--- config.mk ---
export PLATFORM = sky130hd
export DESIGN_NAME = serial_subtractor
export DESIGN_NICKNAME = d
export VERILOG_FILES = /design/src/rtl/serial_subtractor_pkg.sv /design/src/rtl/serial_subtractor_full_subtractor.sv /design/src/rtl/serial_subtractor.sv
export SDC_FILE = /design/constraint.sdc
export NUM_CORES = 1
export LEC_CHECK = 0
export ABC_AREA = 1
export CORE_ASPECT_RATIO = 2
export CORE_UTILIZATION = 25
export DETAILED_ROUTE_END_ITERATION = 10
export PLACE_DENSITY = 0.45
export SYNTH_ARGS = -nofsm -noshare
export SYNTH_HDL_FRONTEND = slang
export SYNTH_SLANG_ARGS = --single-unit
export TNS_END_PERCENT = 20
--- constraint.sdc ---
create_clock -name clk -period 1.2 [get_ports clk]
set_input_delay 0.24 -clock clk [delete_from_list [all_inputs] [get_ports clk]]
set_output_delay 0.24 -clock clk [all_outputs]
set_load 0.02 [all_outputs]
--- src/rtl/serial_subtractor_pkg.sv ---
// Shared definitions for the bit-serial arithmetic units.
// FSM state encodings and the default operand width.
package serial_subtractor_pkg;

  localparam int SUB_WIDTH_DEF = 8;

  typedef enum logic [1:0] {
    ST_IDLE  = 2'd0,
    ST_SHIFT = 2'd1,
    ST_DONE  = 2'd2
  } state_t;

endpackage

--- src/rtl/serial_subtractor_full_subtractor.sv ---
// One-bit full subtractor: x - y - bin.
// Produces the difference bit and the outgoing borrow.
module full_subtractor (
  input  logic x,
  input  logic y,
  input  logic bin,
  output logic d,
  output logic bout
);

  logic w_xy;

  // Difference and borrow for a single bit position
  always_comb begin
    w_xy = x ^ y;
    d    = w_xy ^ bin;
    bout = (~x & y) | (~w_xy & bin);
  end

endmodule

--- src/rtl/serial_subtractor.sv ---
// Bit-serial unsigned subtractor, LSB first, one bit per clock.
// start/busy/done framing; results held until the next completion.
module serial_subtractor
  import serial_subtractor_pkg::*;
#(
  parameter int WIDTH = SUB_WIDTH_DEF
) (
  input  logic             clk,
  input  logic             rst,
  input  logic             start,
  input  logic [WIDTH-1:0] a_in,
  input  logic [WIDTH-1:0] b_in,
  output logic             busy,
  output logic             done,
  output logic [WIDTH-1:0] diff,
  output logic             borrow_out,
  output logic             zero
);

  localparam int CW = (WIDTH > 1) ? $clog2(WIDTH) : 1;
  localparam logic [CW-1:0] LAST = CW'(WIDTH - 1);

  state_t           r_state;
  logic [WIDTH-1:0] r_a_sr;
  logic [WIDTH-1:0] r_b_sr;
  logic [WIDTH-1:0] r_res_sr;
  logic             r_bor;
  logic [CW-1:0]    r_cnt;
  logic             r_busy;
  logic             r_done;
  logic [WIDTH-1:0] r_diff;
  logic             r_borrow;
  logic             r_zero;

  logic             w_d;
  logic             w_bor_nxt;
  logic [WIDTH-1:0] w_res_nxt;
  logic             w_last;

  full_subtractor u_fs (
    .x    (r_a_sr[0]),
    .y    (r_b_sr[0]),
    .bin  (r_bor),
    .d    (w_d),
    .bout (w_bor_nxt)
  );

  // Next result word and final-bit detect
  always_comb begin
    w_res_nxt = {w_d, r_res_sr[WIDTH-1:1]};
    w_last    = (r_cnt == LAST);
  end

  // Control FSM, shift datapath and registered result outputs
  always_ff @(posedge clk or posedge rst) begin
    if (rst) begin
      r_state  <= ST_IDLE;
      r_a_sr   <= '0;
      r_b_sr   <= '0;
      r_res_sr <= '0;
      r_bor    <= 1'b0;
      r_cnt    <= '0;
      r_busy   <= 1'b0;
      r_done   <= 1'b0;
      r_diff   <= '0;
      r_borrow <= 1'b0;
      r_zero   <= 1'b0;
    end else begin
      r_done <= 1'b0;
      unique case (r_state)
        ST_IDLE: begin
          if (start) begin
            r_a_sr   <= a_in;
            r_b_sr   <= b_in;
            r_res_sr <= '0;
            r_bor    <= 1'b0;
            r_cnt    <= '0;
            r_busy   <= 1'b1;
            r_state  <= ST_SHIFT;
          end
        end
        ST_SHIFT: begin
          r_a_sr   <= r_a_sr >> 1;
          r_b_sr   <= r_b_sr >> 1;
          r_res_sr <= w_res_nxt;
          r_bor    <= w_bor_nxt;
          if (w_last) begin
            r_cnt    <= '0;
            r_busy   <= 1'b0;
            r_done   <= 1'b1;
            r_diff   <= w_res_nxt;
            r_borrow <= w_bor_nxt;
            r_zero   <= (w_res_nxt == '0);
            r_state  <= ST_DONE;
          end else begin
            r_cnt <= r_cnt + CW'(1);
          end
        end
        ST_DONE: begin
          r_state <= ST_IDLE;
        end
        default: begin
          r_state <= ST_IDLE;
        end
      endcase
    end
  end

  assign busy       = r_busy;
  assign done       = r_done;
  assign diff       = r_diff;
  assign borrow_out = r_borrow;
  assign zero       = r_zero;

endmodule
==> flow_results.xml <==
<?xml version="1.0" encoding="UTF-8"?>
<metrics>
  <group name="status">
    <metric name="outcome" unit="">complete, but fails checks</metric>
    <metric name="violated_checks" unit="">negative setup slack</metric>
  </group>
  <group name="sta">
    <metric name="layout_worst_path_cycle_share" unit="%">105</metric>
    <metric name="number_of_pins_exceeding_their_max_slew_limit_in_the_final_report" unit="">0</metric>
    <metric name="setup_ws" unit="ns">-0.0653</metric>
    <metric name="finClkSkew" unit="ns">0.00470</metric>
    <metric name="hold_viol" unit="">0</metric>
    <metric name="hold_ws" unit="ns">0.312</metric>
    <metric name="timing.fmax" unit="GHz">0.790</metric>
    <metric name="tightestPinTransition" unit="ns">0.251</metric>
    <metric name="setup_repair_after_global_routing_missed_its_margin" unit="">yes</metric>
    <metric name="finalCriticalPeriod" unit="ns">1.27</metric>
    <metric name="max-slew-margin-rel" unit="%">83.3</metric>
    <metric name="setup_viol_count_final" unit="">2</metric>
  </group>
  <group name="floorplan">
    <metric name="die_width" unit="um">63.6</metric>
    <metric name="core_area" unit="um2">7320</metric>
    <metric name="io_pins" unit="">31</metric>
    <metric name="fp.dieArea" unit="um2">7960</metric>
    <metric name="initial_core_util" unit="%">25.9</metric>
    <metric name="core.rowCount" unit="">44</metric>
    <metric name="die_height" unit="um">125</metric>
  </group>
  <group name="setup_path">
    <metric name="critPathKind" unit="">flip-flop to flip-flop</metric>
    <metric name="crit_arrival" unit="ns">1.49</metric>
    <metric name="launching_point_of_the_worst_reg2reg_path" unit="">r_b_sr[0]</metric>
    <metric name="rr_worst_depth" unit="">7</metric>
    <metric name="endpoint_of_the_worst_register_to_register_path" unit="">zero</metric>
    <metric name="worst-path-max-fanout" unit="">2</metric>
    <metric name="timing.critical_path.from" unit="">r_b_sr[0]</metric>
    <metric name="rrSetupSlack" unit="ns">-0.07</metric>
    <metric name="setup.worst_path.end" unit="">zero</metric>
    <metric name="timing.critical_path.from_type" unit="">flip-flop</metric>
    <metric name="critPathRequiredTime" unit="ns">1.43</metric>
    <metric name="setup.worst_path.end_class" unit="">flip-flop</metric>
  </group>
  <group name="logic_synthesis">
    <metric name="syn_inst" unit="">216</metric>
    <metric name="postSynthAreaPerCell" unit="um2">8.78</metric>
    <metric name="synth_top_area_share" unit="%">54.1</metric>
    <metric name="yosys.area.top_type" unit="">dfrtp_1</metric>
    <metric name="synth_area_leaders" unit="">dfrtp_1 54%, nand2_1 23%, o21ai_2 4.6%</metric>
    <metric name="postSynthRegisterBits" unit="">41</metric>
    <metric name="synth.yosys.warnings" unit="">0</metric>
    <metric name="synth_cell_types" unit="">16</metric>
    <metric name="yosysSeqAreaShare" unit="%">54.1</metric>
    <metric name="synth_fp_nets" unit="">239</metric>
    <metric name="mappedNetlistArea" unit="um2">1900</metric>
  </group>
  <group name="layout">
    <metric name="area.growth.synth_to_final" unit="%">40.0</metric>
    <metric name="post_route_cells_drive_above_1_share" unit="%">24.9</metric>
    <metric name="layoutNonFillerInstCount" unit="">357</metric>
    <metric name="layout.core_utilization" unit="%">36.3</metric>
    <metric name="num-fill-cells" unit="">788</metric>
    <metric name="num_antenna_cells" unit="">0</metric>
    <metric name="finish.net_count" unit="">287</metric>
  </group>
  <group name="grt">
    <metric name="initial_antenna_violation_count" unit="">0</metric>
    <metric name="first_global_vias" unit="">1525</metric>
    <metric name="gr-usage-all-layers" unit="%">11.8</metric>
    <metric name="largest_net_degree_at_the_start_of_global_routing" unit="">42</metric>
    <metric name="grt_first_pass_wirelength" unit="um">7110</metric>
    <metric name="globalRoute.totalOverflow" unit="">0</metric>
  </group>
  <group name="cts">
    <metric name="h_tree_depth_reported_by_cts" unit="">2</metric>
    <metric name="tritoncts_num_sinks" unit="">41</metric>
    <metric name="cts_tree" unit="">yes</metric>
    <metric name="numCtsBuffers" unit="">5</metric>
    <metric name="clock_path_buffers" unit="">2</metric>
    <metric name="clk_transition_reported_paths" unit="ns">0.06</metric>
    <metric name="holdBufCountCts" unit="">0</metric>
    <metric name="worstSkewPairLatency" unit="ns">0.29</metric>
    <metric name="cts_root_buffer" unit="">clkbuf_16</metric>
  </group>
  <group name="place">
    <metric name="port-buffer-count" unit="">30</metric>
    <metric name="placedCellCount" unit="">346</metric>
    <metric name="routabilityCongestion" unit="">0.749</metric>
    <metric name="dp_hpwl" unit="um">2870</metric>
  </group>
  <group name="drt">
    <metric name="post-route-drc-count" unit="">0</metric>
    <metric name="route.detailed.vias_per_inst" unit="">4.11</metric>
    <metric name="drtIter0Drc" unit="">51</metric>
    <metric name="ant_nets" unit="">0</metric>
    <metric name="total_number_of_vias" unit="">1469</metric>
    <metric name="dr.pass1.iters" unit="">4</metric>
    <metric name="routed_wirelength" unit="um">4090</metric>
    <metric name="wl_per_cell" unit="um">11.5</metric>
  </group>
  <group name="min_path">
    <metric name="hold_path.class" unit="">input port to async pin</metric>
  </group>
  <group name="pwr">
    <metric name="vdd_ir_drop_max" unit="mV">0.819</metric>
    <metric name="pwr_density_cell" unit="nW/um2">2690</metric>
    <metric name="power.static_leakage" unit="nW">1.35</metric>
  </group>
  <group name="flow_run">
    <metric name="cap_violations" unit="">0</metric>
  </group>
</metrics>
-- registers in the layout (all words and copies together), names as in the netlist --
register	flops
r_b_sr	8
busy	1
r_bor	1
r_state	2
done	1
r_cnt	3
zero	1
borrow_out	1
diff	8
r_res_sr	7
r_a_sr	8
-- layout by cell type, fill, tap and decap left out, drive strengths merged --
cell type      count
clkbuf            10
nand3              2
o22ai              8
ha                 3
fa                 1
nor2               8
buf               22
inv               17
clkdlybuf4s50     18
clkdlybuf4s15      4
nand2            118
bufinv             2
o21ai             10
dfrtp             41
clkinv             1
-- report_power, final --
part           switching, W  internal (W)
clock              0.000540       0.00119
combinational       0.00171       0.00137
sequential         0.000363       0.00198
total               0.00261       0.00454
-- what timing repair did --
action                     in CTS  in global routing
buffers inserted                2                  1
gates cloned                    0                  0
pin swaps                       2                  2
resized for setup              36                 21
setup endpoints to repair      25                 34
-- synth_stat cells --
cell type and count:
nor2_1 7, dfrtp_1 41, buf_4 1, fa_1 1, o22ai_1 8, inv_1 15
ha_1 3, buf_6 4, nand3_1 2, inv_2 1, o21ai_2 10, inv_6 1
clkbuf_8 3, nand2_1 115, nor2_4 1, nand2_4 3
-- kinds of logic after synthesis --
kind of cell    share of synthesized area, %
simple gates                            27.0
fa+ha+maj                               3.03
buf+inv                                 8.57
compound gates                          7.26
flops                                   54.1
-- per-layer routing --
layer,vias to the layer above,wire length [um],track usage [%],share of wire (%)
li1,757,-,-,-
met1,672,1630,12.2,40
met2,33,2220,21.1,54
met3,7,134,2.74,3.3
met4,0,104,6.82,2.5
met5,-,0,0,0
-- layout make-up --
| type | count | area, um2 | share of cell area, % |
|---|---|---|---|
| Sequential cell | 41 | 1030 | 38.7 |
| Multi-Input combinational cell | 150 | 767 | 28.9 |
| Timing Repair Buffer | 49 | 484 | 18.2 |
| Clock buffer | 5 | 125 | 4.71 |
| Tap cell | 92 | 115 | 4.34 |
| Inverter | 17 | 71.3 | 2.69 |
| Clock inverter | 3 | 65.1 | 2.45 |
-- worst max-delay path: stages (launching register included) --
cell and delay, ns:
dfrtp_1 0.38, inv_1 0.07, fa_1 0.42, nor2_1 0.10, nand2_1 0.06, nor2_1 0.08
nand2_1 0.05, nand2_1 0.05
-- worst min path at each step --
stage               startpoint         to  slack [ns]  cells past startpoint
floorplan              a_in[7]  r_a_sr[7]        0.39                      2
global placement      r_cnt[1]   r_cnt[1]        0.46                      2
detailed placement   r_b_sr[7]  r_b_sr[7]        0.46                      2
CTS                        rst    diff[3]        0.33                      3
global route               rst       done        0.36                      3
finish                     rst       done        0.31                      3
-- metrics by stage --
stage               setup TNS [ns]  total power, W  cell area [um2]  setup slack (ns)
global route                -0.674         0.00773             2660            -0.170
CTS                         -0.102         0.00719             2620           -0.0664
floorplan                 -0.00644         0.00427             1900          -0.00644
detailed placement           -3.08         0.00541             2400            -0.110
finish                     -0.0972         0.00715             2660           -0.0653
global placement             -3.13         0.00537             2400            -0.112
No activity file was read; power rests on OpenSTA's default activity.
